[src/rtl/serial_adder_if.sv]
// Operand/result handshake bundle for serial_adder.
// SERIAL_ADDER_SUB_EN adds the 'sub' request line.
interface serial_adder_if #(parameter int WIDTH = 8);
    logic             in_valid;
    logic             in_ready;
    logic [WIDTH-1:0] a;
    logic [WIDTH-1:0] b;
    logic             cin;
`ifdef SERIAL_ADDER_SUB_EN
    logic             sub;
`endif
    logic             out_valid;
    logic             out_ready;
    logic [WIDTH-1:0] sum;
    logic             cout;

`ifdef SERIAL_ADDER_SUB_EN
    modport slave  (input  in_valid, a, b, cin, sub, out_ready,
                    output in_ready, out_valid, sum, cout);
    modport master (output in_valid, a, b, cin, sub, out_ready,
                    input  in_ready, out_valid, sum, cout);
`else
    modport slave  (input  in_valid, a, b, cin, out_ready,
                    output in_ready, out_valid, sum, cout);
    modport master (output in_valid, a, b, cin, out_ready,
                    input  in_ready, out_valid, sum, cout);
`endif
endinterface

[src/rtl/serial_adder.sv]
// Bit-serial WIDTH-bit adder: one fulladder cell, carry held in a flop, LSB first.
// Define SERIAL_ADDER_SUB_EN to add the a - b mode selected by bus.sub.
module fulladder (
    input  logic a,
    input  logic b,
    input  logic cin,
    output logic sum,
    output logic cout
);
    assign sum  = a ^ b ^ cin;
    assign cout = (a & b) | (a & cin) | (b & cin);
endmodule

module serial_adder #(
    parameter int WIDTH = 8
) (
    input  logic          clk,
    input  logic          rst,
    serial_adder_if.slave bus
);
    localparam int CW = $clog2(WIDTH) + 1;
    localparam logic [CW-1:0] LAST = CW'(WIDTH - 1);

    typedef enum logic [1:0] {IDLE, RUN, DONE} state_t;

    state_t           state_q, state_d;
    logic [WIDTH-1:0] a_sh_q, a_sh_d;
    logic [WIDTH-1:0] b_sh_q, b_sh_d;
    logic [WIDTH-1:0] sum_sh_q, sum_sh_d;
    logic             carry_q, carry_d;
    logic [CW-1:0]    cnt_q, cnt_d;
    logic             fa_sum, fa_cout;

    fulladder u_fa (
        .a    (a_sh_q[0]),
        .b    (b_sh_q[0]),
        .cin  (carry_q),
        .sum  (fa_sum),
        .cout (fa_cout)
    );

    always_ff @(posedge clk) begin
        if (rst) begin
            state_q  <= IDLE;
            a_sh_q   <= '0;
            b_sh_q   <= '0;
            sum_sh_q <= '0;
            carry_q  <= 1'b0;
            cnt_q    <= '0;
        end else begin
            state_q  <= state_d;
            a_sh_q   <= a_sh_d;
            b_sh_q   <= b_sh_d;
            sum_sh_q <= sum_sh_d;
            carry_q  <= carry_d;
            cnt_q    <= cnt_d;
        end
    end

    always_comb begin
        state_d  = state_q;
        a_sh_d   = a_sh_q;
        b_sh_d   = b_sh_q;
        sum_sh_d = sum_sh_q;
        carry_d  = carry_q;
        cnt_d    = cnt_q;
        case (state_q)
            IDLE: begin
                if (bus.in_valid) begin
                    a_sh_d  = bus.a;
                    b_sh_d  = bus.b;
                    carry_d = bus.cin;
`ifdef SERIAL_ADDER_SUB_EN
                    // Two's complement subtract: a + ~b + 1.
                    if (bus.sub) begin
                        b_sh_d  = ~bus.b;
                        carry_d = 1'b1;
                    end
`endif
                    cnt_d   = '0;
                    state_d = RUN;
                end
            end
            RUN: begin
                // Sum bits enter at the MSB so the LSB lands at bit 0 after WIDTH shifts.
                sum_sh_d = (sum_sh_q >> 1) | (WIDTH'(fa_sum) << (WIDTH - 1));
                a_sh_d   = a_sh_q >> 1;
                b_sh_d   = b_sh_q >> 1;
                carry_d  = fa_cout;
                cnt_d    = cnt_q + CW'(1);
                if (cnt_q == LAST) begin
                    state_d = DONE;
                end
            end
            DONE: begin
                if (bus.out_ready) begin
                    state_d = IDLE;
                end
            end
            default: state_d = IDLE;
        endcase
    end

    assign bus.in_ready  = (state_q == IDLE);
    assign bus.out_valid = (state_q == DONE);
    assign bus.sum       = sum_sh_q;
    assign bus.cout      = carry_q;
endmodule
[src/flat_wrapper.sv]
// flat-port wrapper written by rule: the top's interface ports become plain ports
module serial_adder_flat 
#(
    parameter int WIDTH = 8
)
  (clk, rst, bus_in_valid, bus_a, bus_b, bus_cin, bus_out_ready, bus_in_ready, bus_out_valid, bus_sum, bus_cout);
  serial_adder_if #(.WIDTH(WIDTH)) bus_i ();
  input  logic clk;
  input  logic rst;
  input wire logic [$bits(bus_i.in_valid)-1:0] bus_in_valid;
  input wire logic [$bits(bus_i.a)-1:0] bus_a;
  input wire logic [$bits(bus_i.b)-1:0] bus_b;
  input wire logic [$bits(bus_i.cin)-1:0] bus_cin;
  input wire logic [$bits(bus_i.out_ready)-1:0] bus_out_ready;
  output wire logic [$bits(bus_i.in_ready)-1:0] bus_in_ready;
  output wire logic [$bits(bus_i.out_valid)-1:0] bus_out_valid;
  output wire logic [$bits(bus_i.sum)-1:0] bus_sum;
  output wire logic [$bits(bus_i.cout)-1:0] bus_cout;
  assign bus_i.in_valid = bus_in_valid;
  assign bus_i.a = bus_a;
  assign bus_i.b = bus_b;
  assign bus_i.cin = bus_cin;
  assign bus_i.out_ready = bus_out_ready;
  assign bus_in_ready = bus_i.in_ready;
  assign bus_out_valid = bus_i.out_valid;
  assign bus_sum = bus_i.sum;
  assign bus_cout = bus_i.cout;
  serial_adder #(.WIDTH(WIDTH)) u_core (.clk(clk), .rst(rst), .bus(bus_i));
endmodule
[config.mk]
export PLATFORM = sky130hd
export DESIGN_NAME = serial_adder_flat
export DESIGN_NICKNAME = d
export VERILOG_FILES = /design/src/rtl/serial_adder_if.sv /design/src/rtl/serial_adder.sv /design/src/flat_wrapper.sv
export SDC_FILE = /design/constraint.sdc
export NUM_CORES = 1
export LEC_CHECK = 0
export ABC_AREA = 0
export CORE_MARGIN = 2
export CORE_UTILIZATION = 44
export CTS_CLUSTER_SIZE = 8
export DETAILED_ROUTE_END_ITERATION = 7
export GPL_TIMING_DRIVEN = 0
export HOLD_SLACK_MARGIN = 0.12
export PLACE_DENSITY = 0.76
export RECOVER_POWER = 100
export SLEW_MARGIN = 20
export SYNTH_ARGS = -nofsm -noshare
export SYNTH_HDL_FRONTEND = slang
export SYNTH_HIERARCHICAL = 1
export SYNTH_SLANG_ARGS = --single-unit
[constraint.sdc]
create_clock -name clk -period 1.45 [get_ports clk]
set_clock_uncertainty 0.15 [all_clocks]
set_input_delay 0.145 -clock clk [delete_from_list [all_inputs] [get_ports clk]]
set_output_delay 0.145 -clock clk [all_outputs]
set_load 0.02 [all_outputs]
* Yosys cells after proc, flatten, opt, wreduce, memory -nomap -nowiden
Index checks and enable logic that the tools add are counted.
** Storage, ports and cells
- Register bits :: 31
- Input bits :: 21
- Output and inout port bits :: 11
- Word-level logic and storage cells :: 37
** Cells by class
- Add/subtract/negate cells :: 1
- Equality and inequality tests :: 6
- Muxes and demuxes :: 12
- Bitwise gates (word level) :: 8
- Reduce and logical (&&, ||, !) cells :: 4
** Operator list (number)
- $pmux 8 s2 :: 2
- $mux 8 :: 2
- $or 7x8->8 :: 1
- $pmux 4 s2 :: 1
- $mux 2 :: 3
- $pmux 2 s3 :: 1
- $add 4x1->4 const B :: 1
- $eq 4x3->1 const B :: 1
- $mux 4 :: 1
- $ne 2x2->1 const B :: 2
- $and 1x1->1 :: 3
- $reduce_and 3->1 :: 1
- $eq 2x1->1 const B :: 1
- $eq 2x2->1 const B :: 1
- $logic_not 2->1 :: 1
- $ne 2x1->1 const B :: 1
- $or 1x1->1 :: 2
- $pmux 1 s2 :: 1
- $reduce_and 2->1 :: 1
- $reduce_bool 2->1 :: 1
- $xor 1x1->1 :: 2
- $mux 1 :: 1

* Longest topological paths before layout
Gate-level depths: netlist of run 1.
- Depth after elaboration :: 4
- Gate-level depth with buffers :: 6

* Hierarchy
Netlist of run 1, hierarchy kept.
** By module, submodules not included
- serial_adder :: times used 1, cells an instance 171, area each 1421.4 µm²
- fulladder :: times used 1, cells an instance 1, area each 20.0 µm²

* Worst setup path after synthesis of run 1
No wires, ideal clock.
- Kind :: flip-flop to output port
- Start point :: reg u_core.state_q[1]
- End point :: out bus_out_valid
- Arrival :: 1.137 ns
- Slack :: 0.018 ns
- Cell stages (with the launch flop) :: 4
- Path buffers :: 2
- Cells stage by stage :: dfxtp_1 -> buf_2 -> buf_1 -> nor2b_1
** Between the ends
- Word-level cells in the longest chain between the ends :: 1
** Ends and longest elaborated chain
- from (decl) :: line serial_adder.sv:26 : state_t state_q, state_d;
- from (signal assigned) :: line serial_adder.sv:51 : state_q <= state_d;
- $eq 2x2->1 :: line serial_adder.sv:105 : assign bus.out_valid = (state_q == DONE);
- to (decl) :: line flat_wrapper.sv:16 : output wire logic [$bits(bus_i.out_valid)-1:0] bus_out_valid;
No other way between the ends.

* Final worst setup path of run 1
Same ends and word-level chain as after synthesis.

==> results of run 1 <==
[worst max-delay path, delay by kind of cell, from the launching register on]
kind	cells	cell delay (ps)
DFF	1	340
buffers and inverters	3	390
and+or+nand+nor	1	110
[per-layer routing]
layer	vias to the layer above	track usage, %	wire length, um
li1	668	-	-
met4	0	10.2	74
met2	28	34.0	1790
met1	627	26.3	1480
met3	6	6.51	163
met5	-	0	0
[state kept, by name, summed over array words and instances, names as in the netlist]
| register | flops |
|---|---|
| u_core/a_sh_q | 8 |
| u_core/b_sh_q | 8 |
| u_core/bus.cout | 1 |
| u_core/bus.sum | 8 |
| u_core/cnt_q | 4 |
| u_core/state_q | 2 |
[worst max-delay path by stage]
stage / startpoint / endpoint / slack (ps) / depth (start not counted)
6_report: u_core/state_q[1]$_SDFFE_PP0P_ / bus_out_valid / -10 / 4
5_1_grt: u_core/state_q[1]$_SDFFE_PP0P_ / bus_out_valid / -60 / 4
4_1_cts: u_core/state_q[1]$_SDFFE_PP0P_ / bus_out_valid / -100 / 4
3_5_place_dp: u_core/state_q[1]$_SDFFE_PP0P_ / bus_out_valid / -530 / 4
3_3_place_gp: u_core/state_q[1]$_SDFFE_PP0P_ / bus_out_valid / -520 / 4
2_1_floorplan: u_core/state_q[1]$_SDFFE_PP0P_ / bus_out_valid / 20 / 3
[area by class of cell]
type,count,area (sq um)
fill,292,1150
multi-input combinational,127,754
sequential,31,626
timing repair buffer,36,334
buffer,13,113
tap,44,55.1
clock buffer,7,45.0
clock inverter,1,5.00
[through the flow]
| step | utilization, % | hold WS (ps) |
|---|---|---|
| 2_1_floorplan | - | 73.1 |
| 3_3_place_gp | 58.7 | 296 |
| 3_5_place_dp | 58.7 | 311 |
| 4_1_cts | 61.0 | 209 |
| 5_1_grt | 62.8 | 245 |
| 6_report | 62.8 | 218 |
[synth_stat cells, drive strengths merged, types with 2 or more instances]
cell,instances
buf,10
clkbuf,4
nand2,18
dfxtp,31
mux2i,2
nand2b,15
nand3,2
nor3,16
a32oi,2
nor2,22
or3b,14
a21oi,24
[repair_timing]
action	CTS	global route
pin swaps	1	0
setup buffers	1	4
endpoints found under the setup margin	20	22
resized for setup	33	10
[where the power goes]
part	internal, mW	switching, mW
logic	0.164	0.147
registers	0.900	0.0330
clock network	0.189	0.287
[kinds of logic after synthesis]
group / Yosys count / synth area share (%)
compound gates: 32 / 13.7
fa+ha+maj: 2 / 2.26
buf+inv: 14 / 5.82
flops: 31 / 43.1
mux: 2 / 1.39
simple gates: 91 / 33.8
==> reports/results.md, run 1 <==
## STA
- **achievable clock frequency** 684 MHz
- **final-report hold violation count** 0
- **share of the clock period used by the worst path after layout** 101%
- **final setup vio count** 1
- **RSZ-0062 raised after global routing** true
- **total count of max-transition violations in the final report** 0
- **remaining max-slew budget at the tightest pin** 66.9%
- **worst setup slack after layout** -11.6 ps
- **worst-margin pin slew** 497 ps
- **setup TNS** -11.6 ps
- **minimum period implied by the final worst setup slack** 1460 ps

## Clock tree
- **clock latency reported for the late side of the worst-skew pair** 330 ps
- **CTS tree** done
- **clock tree root buffer cell** sky130_fd_sc_hd__clkbuf_4
- **Sinks on Clock Net** 31
- **Longest Clk Path Bufs** 2
- **Worst-path clk slew** 90 ps
- **cts-stage hold buffer count** 0
- **count of H-tree levels built during CTS** 2
- **clock buffer count from CTS** 5

## Worst hold path
- **min-delay src** bus_cin
- **path category of the worst min-delay check** input port to register
- **worst hold endpoint** u_core/bus.cout$_SDFFE_PP0P_
- **worst hold path depth** 3

## Setup path
- **r2r startpoint** u_core/state_q[0]$_SDFFE_PP0P_
- **Crit path largest cell delay** 340 ps
- **critical register-to-register path endpoint** u_core/cnt_q[1]$_SDFFE_PP0P_
- **sort of element at the start of the critical path** register
- **critical path data arrival time** 1170 ps
- **start-to-end type of the worst setup path** register to output port
- **Worst R2R Setup Slack** 20 ps
- **CP required** 1150 ps
- **maximum fanout encountered on the critical timing path** 7
- **Critical Path Most Common Cell** sky130_fd_sc_hd__buf_8
- **slowest stage cell on the critical path** sky130_fd_sc_hd__dfxtp_2
- **worst reg-to-reg path cell count** 5
- **critical path capture point type** output port
- **Critical Path, Cell by Cell** buf_8 -> buf_8 -> nor2b_1 -> buf_4

## Synth
- **Syn Nets** 195
- **cells taking the most area after synthesis** sky130_fd_sc_hd__dfxtp_1 43%, sky130_fd_sc_hd__or3b_1 8.5%, sky130_fd_sc_hd__a21oi_1 8.3%
- **cell area after technology mapping** 0.00144 sq mm
- **share of the yosys chip area belonging to registers** 43.1%
- **most used flip-flop cell after synthesis** sky130_fd_sc_hd__dfxtp_1
- **count of flip-flops with a built-in enable after synthesis** 0
- **share of flip-flops with an asynchronous set or reset** 0%
- **cell count after synthesis** 172
- **Synth area leader** sky130_fd_sc_hd__dfxtp_1
- **count of different cell masters after synthesis** 27
- **average instance area after synthesis** 8.38 sq um
- **proportion of netlist area held by the largest area contributor** 43.1%
- **flip-flop and latch count after synthesis** 31
- **Yosys Warn Count** 6

## Layout
- **number of nets in the final layout** 237
- **antenna fix cells** 0
- **layout cells sized above 1** 14.4%
- **final design area excluding fillers** 0.00193 sq mm
- **non-filler instance count after layout** 259
- **most common library cell in the layout ignoring fill and taps** sky130_fd_sc_hd__dfxtp_1
- **area overhead of the layout relative to synthesis** 34.0%
- **most frequent cells in the layout** 29 x sky130_fd_sc_hd__dfxtp_1, 22 x sky130_fd_sc_hd__a21oi_1, 21 x sky130_fd_sc_hd__nor2_1

## Die
- **number of standard-cell rows in the floorplan** 20
- **Die W** 61.2 um
- **I/O Pins** 32
- **placeable core area** 0.00308 sq mm
- **effective utilization at floorplan** 46.8%
- **die area** 0.00375 sq mm
- **Die Height** 61.2 um

## Power
- **power density cells** 890 mW/mm^2
- **post-layout total power** 1.72 mW
- **maximum ir drop on the vdd rail** 0.474 mV
- **Leak Pwr** 0.797 nW

## Placement
- **post-DP HPWL** 2.41 mm
- **Post-Place Cells** 247
- **count of port buffers added during placement** 31
- **routability congestion estimate** 0.783
- **total placed instance area** 0.00181 sq mm
- **Setup WS pre-CTS** -535 ps

## Global routing
- **global-route wire length before repair** 5.75 mm
- **total routing usage reported by global routing** 21.4%
- **largest net degree at the start of global routing** 11
- **global route total overflow** 0
- **vias in the first global route** 1,264
- **initial antenna violation count** 0

## Status
- **outcome** complete, but fails checks
- **violated checks** setup timing

## Route
- **number of DRC markers in iteration 0** 75
- **average wire per standard cell** 13.6 um
- **DRT Pass-1 Iters** 4
- **mean number of vias per cell** 5.13
- **number of routed nets with antenna violations** 0
- **remaining routing DRC violations** 0
- **total vias in the final route** 1,329
- **DRT Wirelength** 3.51 mm

## Run
- **max_cap viols** 0

Power figures use the tool's default switching activity.
==> inputs of run 2 (changes only) <==
- CORE_UTILIZATION: 44 -> 49
- PLACE_DENSITY: 0.76 -> 0.8
- clock period: 1.45 -> 1.6 ns (I/O delays scaled with it)
==> run 2 against run 1 <==
Compared with the run above: the run now ends clean; flip-flop and latch count unchanged; via count decreased by 0.83%; global-route usage increased by 0.076 points; register-to-register slack improved by 50 ps; critical endpoint unchanged; final cell count decreased by 5.8%; critical path depth unchanged; total power decreased by 8.3%; clock power decreased by 3%; sequential share of layout area increased by 0.66 points.
==> reports/results.md, run 2 (synthesis gave the netlist of run 1 again) <==
## Status
- **outcome** completed

## Die
- **number of standard-cell rows in the floorplan** 19, -5.0%
- **Die W** 58.2 um, -4.9%
- **Die Height** 58.2 um, -4.9%
- **effective utilization at floorplan** 51.8%, +5.0 points
- **placeable core area** 0.00278 sq mm, -9.6%
- **I/O Pins** 32, unchanged
- **die area** 0.00339 sq mm, -9.6%

## Layout
- **layout cells sized above 1** 12.2%, -2.2 points
- **number of nets in the final layout** 236, -0.42%
- **final design area excluding fillers** 0.00188 sq mm, -2.6%
- **post-layout utilization of the core** 67.7%, +4.9 points
- **most frequent cells in the layout** 30 x sky130_fd_sc_hd__dfxtp_1, 24 x sky130_fd_sc_hd__a21oi_1, 21 x sky130_fd_sc_hd__nor2_1
- **non-filler instance count after layout** 244, -5.8%
- **most common library cell in the layout ignoring fill and taps** sky130_fd_sc_hd__dfxtp_1
- **area overhead of the layout relative to synthesis** 30.6%
- **antenna fix cells** 0, unchanged

## STA
- **remaining max-slew budget at the tightest pin** 64.9%, -2.0 points
- **share of the clock period used by the worst path after layout** 96.2%
- **total count of max-transition violations in the final report** 0, unchanged
- **worst-margin pin slew** 527 ps, +30.1 ps
- **final setup vio count** 0, -1
- **final-report hold violation count** 0, unchanged
- **achievable clock frequency** 650 MHz
- **RSZ-0062 raised after global routing** false
- **minimum period implied by the final worst setup slack** 1540 ps
- **setup TNS** 0 ps, +11.6 ps

## Setup path
- **maximum fanout encountered on the critical timing path** 10, +3
- **critical path capture point type** output port
- **Critical Path, Cell by Cell** buf_4 -> buf_6 -> nor2b_1 -> buf_4
- **slowest stage cell on the critical path** sky130_fd_sc_hd__dfxtp_1
- **Critical Path Most Common Cell** sky130_fd_sc_hd__buf_4
- **critical path data arrival time** 1230 ps, +60 ps
- **start-to-end type of the worst setup path** register to output port
- **CP required** 1290 ps, +140 ps
- **Crit path largest cell delay** 320 ps, -20 ps
- **sort of element at the start of the critical path** register

## Power
- **maximum ir drop on the vdd rail** 0.838 mV, +77%
- **Leak Pwr** 0.787 nW, -1.3%
- **power density cells** 838 mW/mm^2, -5.9%
- **post-layout total power** 1.58 mW, -8.3%

## Route
- **DRT Pass-1 Iters** 4, unchanged
- **DRT Wirelength** 3.36 mm, -4.4%
- **mean number of vias per cell** 5.40, +5.3%
- **number of routed nets with antenna violations** 0, unchanged
- **average wire per standard cell** 13.8 um, +1.5%
- **number of DRC markers in iteration 0** 42, -44%
- **total vias in the final route** 1,318, -0.83%
- **remaining routing DRC violations** 0, unchanged

## Clock tree
- **Longest Clk Path Bufs** 2, unchanged
- **Sinks on Clock Net** 31, unchanged
- **Worst-path clk slew** 90 ps, about the same
- **CTS tree** done
- **clock tree root buffer cell** sky130_fd_sc_hd__clkbuf_4
- **clock buffer count from CTS** 5, unchanged
- **cts-stage hold buffer count** 0, unchanged
- **count of H-tree levels built during CTS** 2, unchanged
- **clock latency reported for the late side of the worst-skew pair** 340 ps, about the same

## Placement
- **count of port buffers added during placement** 31, unchanged
- **post-DP HPWL** 2.38 mm, -1.1%
- **Post-Place Cells** 234, -5.3%
- **routability congestion estimate** 0.840, +7.2%
- **total placed instance area** 0.00179 sq mm, -0.90%

## Global routing
- **global route total overflow** 0, unchanged
- **initial antenna violation count** 0, unchanged
- **vias in the first global route** 1,220, -3.5%
- **total routing usage reported by global routing** 21.4%, +0.076 points
- **largest net degree at the start of global routing** 11, unchanged
- **global-route wire length before repair** 5.38 mm, -6.4%

## Worst hold path
- **path category of the worst min-delay check** input port to register

## Run
- **max_cap viols** 0, unchanged

==> run 2: cell types whose count changed in the layout (fill, tap and decap cells not counted), sizes merged <==
| cell | delta |
|---|---|
| clkbuf | -2 |
| clkdlybuf4s50 | +1 |
| dlygate4sd2 | -1 |
==> run 2: layout make-up <==
class / instances / area, sq um
plain buffers: 14 / 111
clock buffers: 6 / 51.3
clock inverters: 1 / 5.00
fillers: 235 / 900
multi-input cells: 127 / 737
flip-flops and latches: 31 / 622
well taps: 31 / 38.8
repair buffers: 34 / 317
==> run 2: per-layer routing <==
layer	part of all wire (%)	track usage (%)	vias to the layer above
li1	-	-	666
met1	43	24.8	620
met2	50	36.4	26
met3	5.3	7.59	6
met4	1.7	7.97	0
met5	0	0	-
==> run 2: metrics by stage <==
step                worst slack, ps  hold WS, ps
floorplan                       153         88.1
global placement               -376          293
detailed placement             -411          310
CTS                            5.82          230
global route                   5.20          228
finish                         61.5          244
==> run 2: timing repair <==
item | 4_1_cts | 5_1_grt
buffers inserted | 0 | 3
gates resized for setup | 29 | 2
setup endpoints to repair | 11 | 1
==> run 2: final timing paths <==
path                                  start                              to  slack [ps]  depth (start not counted)
max          u_core/state_q[0]$_SDFFE_PP0P_                   bus_out_valid          60                          4
min                                 bus_cin    u_core/bus.cout$_SDFFE_PP0P_         240                          3
max reg2reg  u_core/state_q[0]$_SDFFE_PP0P_    u_core/bus.cout$_SDFFE_PP0P_          70                          5
min reg2reg  u_core/bus.sum[6]$_SDFFE_PP0N_  u_core/bus.sum[5]$_SDFFE_PP0N_         320                          2
==> run 2: critical path, delay by kind of cell, from the launching register on <==
kind                   cells  cell delay (ps)
buffers and inverters      3              460
AND/OR/NAND/NOR            1              110
flip-flops                 1              320
==> run 2: report_power, final <==
group | total, mW | switching [mW] | internal (mW)
registers | 0.841 | 0.0251 | 0.816
clock network | 0.462 | 0.259 | 0.203
logic | 0.273 | 0.132 | 0.141
